$ cat config.mk
export PLATFORM = sky130hd
export DESIGN_NAME = freq_gate_counter
export DESIGN_NICKNAME = d
export VERILOG_FILES = /design/src/rtl/freq_pkg.sv /design/src/rtl/bcd_digit.sv /design/src/rtl/freq_gate_counter.sv
export SDC_FILE = /design/constraint.sdc
export NUM_CORES = 1
export LEC_CHECK = 0
export CAP_MARGIN = 40
export CORE_UTILIZATION = 50
export DETAILED_ROUTE_END_ITERATION = 12
export PLACE_DENSITY = 0.74
export SETUP_SLACK_MARGIN = 0.05
export SYNTH_ARGS = -nofsm -noshare
export SYNTH_HDL_FRONTEND = slang
export SYNTH_SLANG_ARGS = --single-unit
$ cat constraint.sdc
create_clock -name clk100KHZ -period 5.65 [get_ports clk100KHZ]
set_clock_uncertainty 0.15 [all_clocks]
set_input_delay 1.4125 -clock clk100KHZ [delete_from_list [all_inputs] [get_ports clk100KHZ]]
set_output_delay 1.4125 -clock clk100KHZ [all_outputs]
set_load 0.005 [all_outputs]
$ cat src/rtl/freq_pkg.sv
// freq_pkg: shared types and constants for the gated BCD frequency counter
package freq_pkg;
    typedef enum logic [1:0] {IDLE, COUNT, LATCH} state_t;
    typedef logic [3:0] bcd_t;
    localparam bcd_t BCD_MAX = 4'd9;
    localparam int DIGITS_DEF = 4;
endpackage

$ cat src/rtl/bcd_digit.sv
// bcd_digit: one BCD decade; clr loads inc so a cleared window can start at 1
module bcd_digit
    import freq_pkg::*;
(
    input  logic clk100KHZ,
    input  logic rst,
    input  logic clr,
    input  logic inc,
    input  logic hold,
    output bcd_t q,
    output logic carry
);
    bcd_t q_q, q_d;
    assign carry = inc & (q_q == BCD_MAX);
    assign q     = q_q;
    always_comb begin
        q_d = clr ? {3'b000, inc} : (hold | ~inc) ? q_q : carry ? '0 : q_q + 4'd1;
    end
    always_ff @(posedge clk100KHZ) begin
        if (rst) q_q <= '0;
        else     q_q <= q_d;
    end
endmodule

$ cat src/rtl/freq_gate_counter.sv
// freq_gate_counter: counts sinal rising edges per gate period and latches a BCD result
module freq_gate_counter
    import freq_pkg::*;
#(
    parameter int DIGITS = DIGITS_DEF
) (
    input  logic                  clk100KHZ,
    input  logic                  rst,
    input  logic                  gate,
    input  logic                  sinal,
    input  logic [3:0]            seletor,
    output logic [4*DIGITS-1:0]   contagem,
    output logic                  overflow,
    output logic                  valido,
    output logic                  medindo
);
    state_t state_q, state_d;
    logic [2:0] sync_q;
    logic [1:0] gate_q;
    logic [3:0] sel_q;
    logic sat_q, sat_d, ovf_q, ovf_d, vld_q, vld_d;
    logic [4*DIGITS-1:0] cont_q, cont_d, cnt;
    logic [DIGITS-1:0] carry, inc_c;
    logic sig_edge, gate_edge, sel_chg, clr, inc, full;
    assign sig_edge  = sync_q[1] & ~sync_q[2];
    assign gate_edge = gate_q[0] & ~gate_q[1];
    assign sel_chg   = seletor != sel_q;
    // carry out of the top decade means the increment would pass all-nines
    assign full      = carry[DIGITS-1];
    genvar i;
    for (i = 0; i < DIGITS; i++) begin : g_dig
        if (i == 0) begin : g_lsd
            assign inc_c[i] = inc;
        end else begin : g_upper
            assign inc_c[i] = carry[i-1] & ~clr;
        end
        bcd_digit u_dig (
            .clk100KHZ(clk100KHZ),
            .rst      (rst),
            .clr      (clr),
            .inc      (inc_c[i]),
            .hold     (full),
            .q        (cnt[4*i +: 4]),
            .carry    (carry[i])
        );
    end
    always_comb begin
        state_d = state_q;
        clr     = 1'b1;
        inc     = 1'b0;
        sat_d   = sat_q;
        cont_d  = cont_q;
        ovf_d   = ovf_q;
        vld_d   = 1'b0;
        if (sel_chg) begin
            state_d = IDLE;
            sat_d   = 1'b0;
            cont_d  = '0;
            ovf_d   = 1'b0;
        end else begin
            case (state_q)
                IDLE:  state_d = gate_edge ? COUNT : IDLE;
                COUNT: begin
                    clr     = 1'b0;
                    inc     = sig_edge;
                    sat_d   = sat_q | full;
                    state_d = gate_edge ? LATCH : COUNT;
                end
                LATCH: begin
                    inc     = sig_edge;
                    cont_d  = cnt;
                    ovf_d   = sat_q;
                    vld_d   = 1'b1;
                    sat_d   = 1'b0;
                    state_d = COUNT;
                end
                default: state_d = IDLE;
            endcase
        end
    end
    always_ff @(posedge clk100KHZ) begin
        if (rst) begin
            state_q <= IDLE;
            sync_q  <= '0;
            gate_q  <= '0;
            sel_q   <= seletor;
            sat_q   <= 1'b0;
            cont_q  <= '0;
            ovf_q   <= 1'b0;
            vld_q   <= 1'b0;
        end else begin
            state_q <= state_d;
            sync_q  <= {sync_q[1:0], sinal};
            gate_q  <= {gate_q[0], gate};
            sel_q   <= seletor;
            sat_q   <= sat_d;
            cont_q  <= cont_d;
            ovf_q   <= ovf_d;
            vld_q   <= vld_d;
        end
    end
    assign contagem = cont_q;
    assign overflow = ovf_q;
    assign valido   = vld_q;
    assign medindo  = state_q == COUNT;
endmodule

* Word-level counts from Yosys, hierarchy flattened *
Index checks and enable logic that the tools add are counted.

cells by class
  mux-type cells = 21
  bitwise operators = 21
  add/sub/neg operators = 4
  eq/ne operators = 11
  $mul = 0
  reductions and logical operators = 5
  order comparisons = 0
  div/mod/pow operators = 0
  shift-type cells = 0

operator list
  cell                   number
  $add A4 B1 Y4 const B  4
  $eq A4 B4 Y1 const B   4
  $mux W4                4
  $mux W1                14
  $and A1 B1 Y1          9
  $ne A2 B2 Y1 const B   4
  $not A1 Y1             7
  $pmux W2 S3            1
  $reduce_or A2 Y1       3
  $or A1 B1 Y1           5
  $ne A4 B4 Y1           1
  $eq A2 B1 Y1 const B   1
  $eq A2 B2 Y1 const B   1
  $logic_not A2 Y1       1
  $mux W2                1
  $pmux W1 S2            1
  $reduce_bool A2 Y1     1

word-level totals
  output and inout port bits = 19
  memories kept = 0
  ROM bits = 0
  bits in registers = 46
  latch bits = 0
  input port bits = 8
  RAM bits = 0
  word-level logic and storage cells = 78

* Longest topological paths before layout *
Gate-level depths: netlist of the first run.

  word-level depth = 14
  gate-level depth with buffers = 8
  depth with buffers taken out = 7

* Hierarchy *
Synthesis of the first run repeated with hierarchy kept, for this count alone.

second synthesis, totals
  cell total of the unflattened synthesis = 211
  area total of the unflattened synthesis = 2,199.6 um2

by module, submodules not included
  module             seq. area each (um2)  cells each  area each (um2)  times used
  freq_gate_counter  600.6                 107         1,293.7          1
  bcd_digit          80.1                  26          226.5            4

* Worst setup path before layout of the first run *
Ideal clock, no wire load.

  path kind = in2reg
  start = input seletor[0]
  end = register g_dig[3].u_dig.q_q[2]
  data arrival time = 2.877 ns
  data required time = 5.426 ns
  stages on the path = 6
  library setup time = 0.074 ns
  path buffers = 1
  setup slack = 2.548 ns
  cells stage by stage = xnor2_1 -> nand4_1 -> or3_1 -> buf_6 -> or4_1 -> a21oi_1

on the way
  word-level cells in the longest chain between the ends = 10
  elaborated cells on any way between the ends = 15
  classes of those cells = eq/ne: 1; mux: 3; bitwise: 10; reduce/logical: 1

RTL lines
  element                                      RTL line                                  source
  start: declaration                           freq_gate_counter.sv:11                   input logic [3:0] seletor,
  $ne A4 B4 Y1 *                               freq_gate_counter.sv:27                   assign sel_chg = seletor != sel_q;
  $mux W1                                      freq_gate_counter.sv:55                   if (sel_chg) begin
  $and A1 B1 Y1 or $not A1 Y1 (tied branches)  bcd_digit.sv:14, freq_gate_counter.sv:35
  $and A1 B1 Y1                                freq_gate_counter.sv:35                   assign inc_c[i] = carry[i-1] & ~clr;
  $and A1 B1 Y1                                bcd_digit.sv:14                           assign carry = inc & (q_q == BCD_MAX);
  $and A1 B1 Y1                                freq_gate_counter.sv:35
  $and A1 B1 Y1                                bcd_digit.sv:14
  $and A1 B1 Y1                                freq_gate_counter.sv:35
  $and A1 B1 Y1 or $not A1 Y1 (tied branches)  bcd_digit.sv:14, bcd_digit.sv:17
  $mux W4 or $or A1 B1 Y1 (tied branches)      bcd_digit.sv:17                           q_d = clr ? {3'b000, inc} : (hold | ~inc) ? q_q : carry ? '0 : q_q + 4'd1;
  end signal: assignment                       bcd_digit.sv:21                           else q_q <= q_d;
  end: declaration                             bcd_digit.sv:13                           bcd_t q_q, q_d;

Every way passes the cells marked *; elsewhere a longest branch is shown, timed or not.
A chain may end at the register's enable or synchronous reset.

* Final worst setup path of the first run *
  start = input seletor[0]
  end = register g_dig[2].u_dig.q_q[2]

on the way
  word-level cells in the longest chain between the ends = 10
  elaborated cells on any way between the ends = 15
  classes of those cells = eq/ne: 1; mux: 3; bitwise: 10; reduce/logical: 1

RTL lines
  element                                      RTL line
  $ne A4 B4 Y1 *                               freq_gate_counter.sv:27
  $mux W1                                      freq_gate_counter.sv:55
  $and A1 B1 Y1 or $not A1 Y1 (tied branches)  bcd_digit.sv:14, freq_gate_counter.sv:35
  $and A1 B1 Y1                                freq_gate_counter.sv:35
  $and A1 B1 Y1                                bcd_digit.sv:14
  $and A1 B1 Y1                                freq_gate_counter.sv:35
  $and A1 B1 Y1                                bcd_digit.sv:14
  $and A1 B1 Y1                                freq_gate_counter.sv:35
  $and A1 B1 Y1                                bcd_digit.sv:14
  $or A1 B1 Y1                                 bcd_digit.sv:17
  end signal: assignment                       bcd_digit.sv:21
  end: declaration                             bcd_digit.sv:13

Marked as above.

==> run summary, run 1 <==
Status: complete, no violations
FFs w/ async S/R, synth: 0
Hold_ws: 0.2994 ns
First-pass GRT wire length: 6.389 mm
PD cells: 228.7 mW/mm^2
Layout area overhead: 19.74%
CP Cell Sequence: clkdlybuf4s50_1 -> xnor2_1 -> nand4_1 -> or3_1 -> or4_1 -> a21oi_1
# diodes: 0
Net count after synthesis: 226
Post-synth EDFFs: 0
GR peak layer: met2
Initial cell density of the core: 0.5318
Vias in the first global route: 1406
Top Family by Delay on Critical Path: simple AND/OR/NAND/NOR gates
Synth Flop Type: dfxtp_1
Measured slew at the worst slew-check pin: 0.7082 ns
Max-slew violations: 0
Met1 Use GR: 0.2568
Core Rows: 22
Fmax: 286.8 MHz
Sw frac: 0.2038
Vias/cell: 5.493
Total of max-cap violations: 0
Routed via count: 1549
IO Count: 27
CORE AREA: 0.003744 sq mm
Final Util: 0.6367
Hold Path Class: reg2reg
Htree depth: 2
Comb pwr share: 0.028
Fillers: 328
Crit Path Category: in2reg
CTS max path bufs: 2
CTS buffer count: 5
Cell area after synthesis: 0.001991 sq mm
Port bufs: 26
1st-iter DRT viols: 86
Synth top area cells: dfxtp_1 46%, mux2i_1 9.1%, ha_1 7.5%, nor2_1 4.3%, or4_1 2.3%
Average size of a mapped cell: 9.663 sq um
Layout cells sized above 1: 0.04274
Placed Area: 0.002292 sq mm
Antenna violations before repair: 0
Critical path required time: 5.71 ns
Most frequent cells after synthesis: 46 x dfxtp_1, 23 x nor2_1, 18 x mux2i_1, 12 x ha_1
RSZ-0062 raised after global routing: false
Worst reg-to-reg setup slack: 3.02 ns
Max VDD drop: 0.1981 mV
Final Cycle Share: 0.6171
Clock Tree Root: clkbuf_8
RD Place Congestion: 0.8317
Critical Path Slowest Stage Cell: or3_1
GRT Overall Usage: 0.1975
Part of the power in registers: 0.602
Clk pin slew, worst setup/hold paths: 0.08 ns
Slew HR: 0.5267
Minimum clock period: 3.487 ns
Final Net Count: 253
Cell count after synthesis: 206
Clock Sinks: 46
Tot Pwr: 0.0005450 W
Post-DP HPWL: 2.678 mm
Grt met3 use: 0.05035
Die Width: 65.10 um
CTS tree: done
Count leader, synth: dfxtp_1
Post-synthesis sequential area ratio: 0.4626
Synthesis Warnings: 0
Total gr overflow: 0
Critical path endpoint category: flip-flop
Die Area: 0.004237 sq mm
Post-CTS sizing: 0
Leakage: 0.8089 nW
Switch Pwr: 0.0001111 W
Int Pwr: 0.0004340 W
Routed WL: 3.776 mm
Pre-antenna DRT Iters: 4
FF+latch count, synth: 46
Skew-Pair Late Insertion Delay: 0.29 ns
Routed WL per cell: 13.39 um
Part of the power in the clock network: 0.370
Max Fanout on Critical Path: 11
Worst Setup Start Kind: primary input
Final ANT Viol Nets: 0
Die Ht: 65.10 um
Synth cell types: 36
Drt drc: 0
Largest net degree at the start of global routing: 21
Final Hold Viols: 0
GR Layer Usage met2: 0.3086
Setup Viol. Count Final: 0
Final instance area: 0.002384 sq mm
Worst Path Arrival: 3.55 ns
Buffers & Inverters on Critical Path: 1
Post-CTS Setup Repair Bufs: 0
Sum Neg Setup Slack: 0 ns
Post-synth top area share: 0.4626
Crit-path max cell delay: 0.56 ns
Cts hold-fix bufs: 0
Synth area leader: dfxtp_1
## registers in the layout, indices dropped and copies added, names as in the netlist
| register | flops |
|---|---|
| contagem | 16 |
| g_dig.u_dig.q | 16 |
| gate_q | 2 |
| overflow | 1 |
| sat_q | 1 |
| sel_q | 4 |
| state_q | 2 |
| sync_q | 3 |
| valido | 1 |
## layer usage
metal / part of all wire / vias to the layer above
met5: 0 / -
met2: 0.44 / 32
li1: - / 783
met3: 0.041 / 7
met4: 0.018 / 0
met1: 0.50 / 727
## cells in the final DEF, fill, tap and decap left out, types with 2 or more instances in the layout
master           Yosys  layout
nor2_1              23      23
a21oi_1              8       8
nand4_1              2       2
clkbuf_8             0       6
ha_1                12      12
nor2b_1              5       5
nand3b_1             4       4
xnor2_1              4       4
and3_1               4       4
nand2_1              9       9
a32o_1               2       2
inv_1                9       9
or3_1                3       3
nor3_1               4       4
nor4_1               2       2
mux2i_1             18      18
nand2b_1             2       2
and3b_1              4       4
clkdlybuf4s50_1      0      26
o21ai_0              8       8
dfxtp_1             46      46
o211ai_1             3       3
o31ai_1              2       2
nand3_1              8       8
or4_1                6       6
## per-stage QoR
stage,setup WS [ns],instances
after floorplan,2.548,206
after global placement,1.954,273
after detailed placement,1.905,274
after CTS,2.168,282
after global routing,2.045,282
final,2.163,282
## power by group through the flow
stage	clock, W	combinational (W)	sequential [W]
2_1_floorplan	0	0.00000771	0.000336
3_3_place_gp	0	0.0000146	0.000336
3_5_place_dp	0	0.0000149	0.000336
4_1_cts	0.000207	0.0000155	0.000328
5_1_grt	0.000220	0.0000167	0.000329
6_report	0.000201	0.0000154	0.000328
## final cells by class
cell class                      instances  area, sq um  share of cell area
Clock buffer                            7        86.33             0.03622
Clock inverter                          1        5.005            0.002100
Inverter                                9        33.78             0.01417
Multi-Input combinational cell        144         1002              0.4205
Sequential cell                        46        920.9              0.3864
Tap cell                               48        60.06             0.02520
Timing Repair Buffer                   27        275.3              0.1155
## kinds of logic after synthesis
| group | synth area share |
|---|---|
| adders and majority gates | 0.07542 |
| buffers and inverters | 0.03394 |
| xor gates and xnor gates | 0.02200 |
| AOI/OAI and AO/OA | 0.08926 |
| muxes | 0.09616 |
| DFF | 0.4626 |
| and+or+nand+nor | 0.2206 |
## path summary, 6_finish.rpt
| kind | startpoint | endpoint | cells past startpoint |
|---|---|---|---|
| setup / recovery | seletor[0] | g_dig[2].u_dig.q[2] | 6 |
| setup reg to reg | state_q[1] | g_dig[2].u_dig.q[2] | 7 |
| hold reg to reg | sync_q[0] | sync_q[1] | 1 |
| hold / removal | sync_q[0] | sync_q[1] | 1 |
Power figures use the tool's default switching activity.
==> run 2, diff against run 1 <==
CORE_UTILIZATION = 48   (was 50)
clock period = 3.1 ns   (was 5.65 ns; I/O delays follow)
==> run summary, run 2 (synthesis gave the netlist of run 1 again) <==
Die Area: 0.004409 sq mm (+4.0%)
Worst Path Arrival: 2.86 ns (-0.69 ns)
Total gr overflow: 0 (unchanged)
First-pass GRT wire length: 6.568 mm (+2.8%)
CTS tree: done
GRT Overall Usage: 0.2009 (+0.003388)
Fin cells: 289 (+2.5%)
Routed via count: 1552 (+0.19%)
Critical path endpoint category: flip-flop
Vias in the first global route: 1460 (+3.8%)
Final Cycle Share: 0.8979
Commonest non-fill, non-tap cell in the layout: dfxtp_1
Antenna violations before repair: 0 (unchanged)
Hold_ws: 0.2994 ns (+0.000008000 ns)
Total of max-cap violations: 0 (unchanged)
Final Net Count: 258 (+2.0%)
Core Rows: 23 (+4.5%)
Post-DP HPWL: 2.868 mm (+7.1%)
Fillers: 381 (+16%)
Most frequent cells in the layout: 46 x dfxtp_1, 26 x clkdlybuf4s50_1, 23 x nor2_1
Drt drc: 0 (unchanged)
Port bufs: 26 (unchanged)
Sw frac: 0.1963 (-0.007531)
PD cells: 427.5 mW/mm^2 (+87%)
Layout area overhead: 22.31%
Setup Viol. Count Final: 0 (unchanged)
CTS max path bufs: 2 (unchanged)
Max VDD drop: 0.2831 mV (+43%)
# diodes: 0 (unchanged)
Fmax: 359.3 MHz
Status: complete, no violations
Minimum clock period: 2.784 ns
IO Count: 27 (unchanged)
Largest net degree at the start of global routing: 14 (-33%)
Clock Sinks: 46 (unchanged)
Layout cells sized above 1: 0.06695 (+0.02421)
Post-CTS Setup Repair Bufs: 0 (unchanged)
PnR worst setup slack: 0.3165 ns (-1.847 ns)
1st-iter DRT viols: 63 (-27%)
Clock Tree Root: clkbuf_8
Final Hold Viols: 0 (unchanged)
Leakage: 0.8386 nW (+3.7%)
Measured slew at the worst slew-check pin: 0.6669 ns (-0.04135 ns)
Multi-input gate area in the final layout: 0.001002 sq mm (unchanged)
Slew HR: 0.5498 (+0.02307)
Critical path required time: 3.18 ns (-2.53 ns)
RD Place Congestion: 0.8564 (+3.0%)
Crit Path Category: in2reg
Setup WS pre-CTS: 0.01270 ns (-1.893 ns)
Part of the power in the clock network: 0.399 (+0.029)
Max-slew violations: 0 (unchanged)
Part of the power in registers: 0.575 (-0.027)
Comb pwr share: 0.027 (about the same)
Dpl cells: 281 (+2.6%)
Hold Path Class: reg2reg
Skew-Pair Late Insertion Delay: 0.30 ns (about the same)
Max Fanout on Critical Path: 9 (-2)
Die Width: 66.40 um (+2.0%)
Vias/cell: 5.370 (-2.2%)
Int Pwr: 0.0008365 W (+93%)
Sum Neg Setup Slack: 0 ns (unchanged)
Cts hold-fix bufs: 0 (unchanged)
Htree depth: 2 (unchanged)
Clk pin slew, worst setup/hold paths: 0.08 ns (about the same)
Pre-antenna DRT Iters: 4 (unchanged)
Worst Setup Start Kind: primary input
Routed WL: 3.930 mm (+4.1%)
RSZ-0062 raised after global routing: false
CORE AREA: 0.004000 sq mm (+6.9%)
Die Ht: 66.40 um (+2.0%)
Switch Pwr: 0.0002043 W (+84%)
Final ANT Viol Nets: 0 (unchanged)
Routed WL per cell: 13.60 um (+1.6%)
Initial cell density of the core: 0.4977 (-0.03410)
CTS buffer count: 5 (unchanged)
Register area: 920.9 sq um (unchanged)
Post-CTS sizing: 0 (unchanged)
[run 2: cell count changes in the layout (fill, tap and decap cells not counted), sizes merged]
cell,previous run,this run
clkbuf,7,8
clkinv,1,0
buf,1,6
[run 2: worst paths after layout]
| check | slack [ns] | cells after the start | start | endpoint |
|---|---|---|---|---|
| setup / recovery | 0.32 | 6 | seletor[0] | g_dig[3].u_dig.q[2] |
| hold / removal | 0.30 | 1 | sync_q[0] | sync_q[1] |
| setup reg to reg | 0.51 | 7 | state_q[1] | g_dig[3].u_dig.q[2] |
| hold reg to reg | 0.30 | 1 | sync_q[0] | sync_q[1] |
[run 2: metrics by stage]
stage | total power, W | utilization | cell area, sq um
finish | 0.001041 | 0.6087 | 2435
global route | 0.001084 | 0.6087 | 2435
CTS | 0.001055 | 0.6087 | 2435
detailed placement | 0.0006400 | 0.5812 | 2325
global placement | 0.0006392 | 0.5812 | 2325
floorplan | 0.0006257 | - | 1991
[run 2: area by class of cell]
class,instances,area share
Multi-Input combinational cell,144,0.4116
Sequential cell,46,0.3782
Timing Repair Buffer,32,0.1254
Clock buffer,8,0.04522
Tap cell,50,0.02569
Inverter,9,0.01387
[run 2: power by group through the flow]
stage               registers [W]  clock network (W)  logic [W]
floorplan                0.000612                  0  0.0000140
finish                   0.000598           0.000415  0.0000278
detailed placement       0.000612                  0  0.0000279
CTS                      0.000598           0.000428  0.0000280
global route             0.000599           0.000455  0.0000298
global placement         0.000612                  0  0.0000271
[run 2: per-layer routing]
layer / wire (um) / share of wire / GRT usage / vias up
met5: 0 / 0 / 0 / -
li1: - / - / - / 792
met4: 53 / 0.013 / 0.06649 / 0
met2: 1835 / 0.47 / 0.3214 / 30
met1: 1876 / 0.48 / 0.2482 / 726
met3: 164 / 0.042 / 0.07241 / 4
[run 2: worst max-delay path: stages]
cell,delay [ns]
clkdlybuf4s50_1,0.43
xnor2_1,0.21
nand4_1,0.20
or3_1,0.53
or4_1,0.54
a21oi_1,0.17
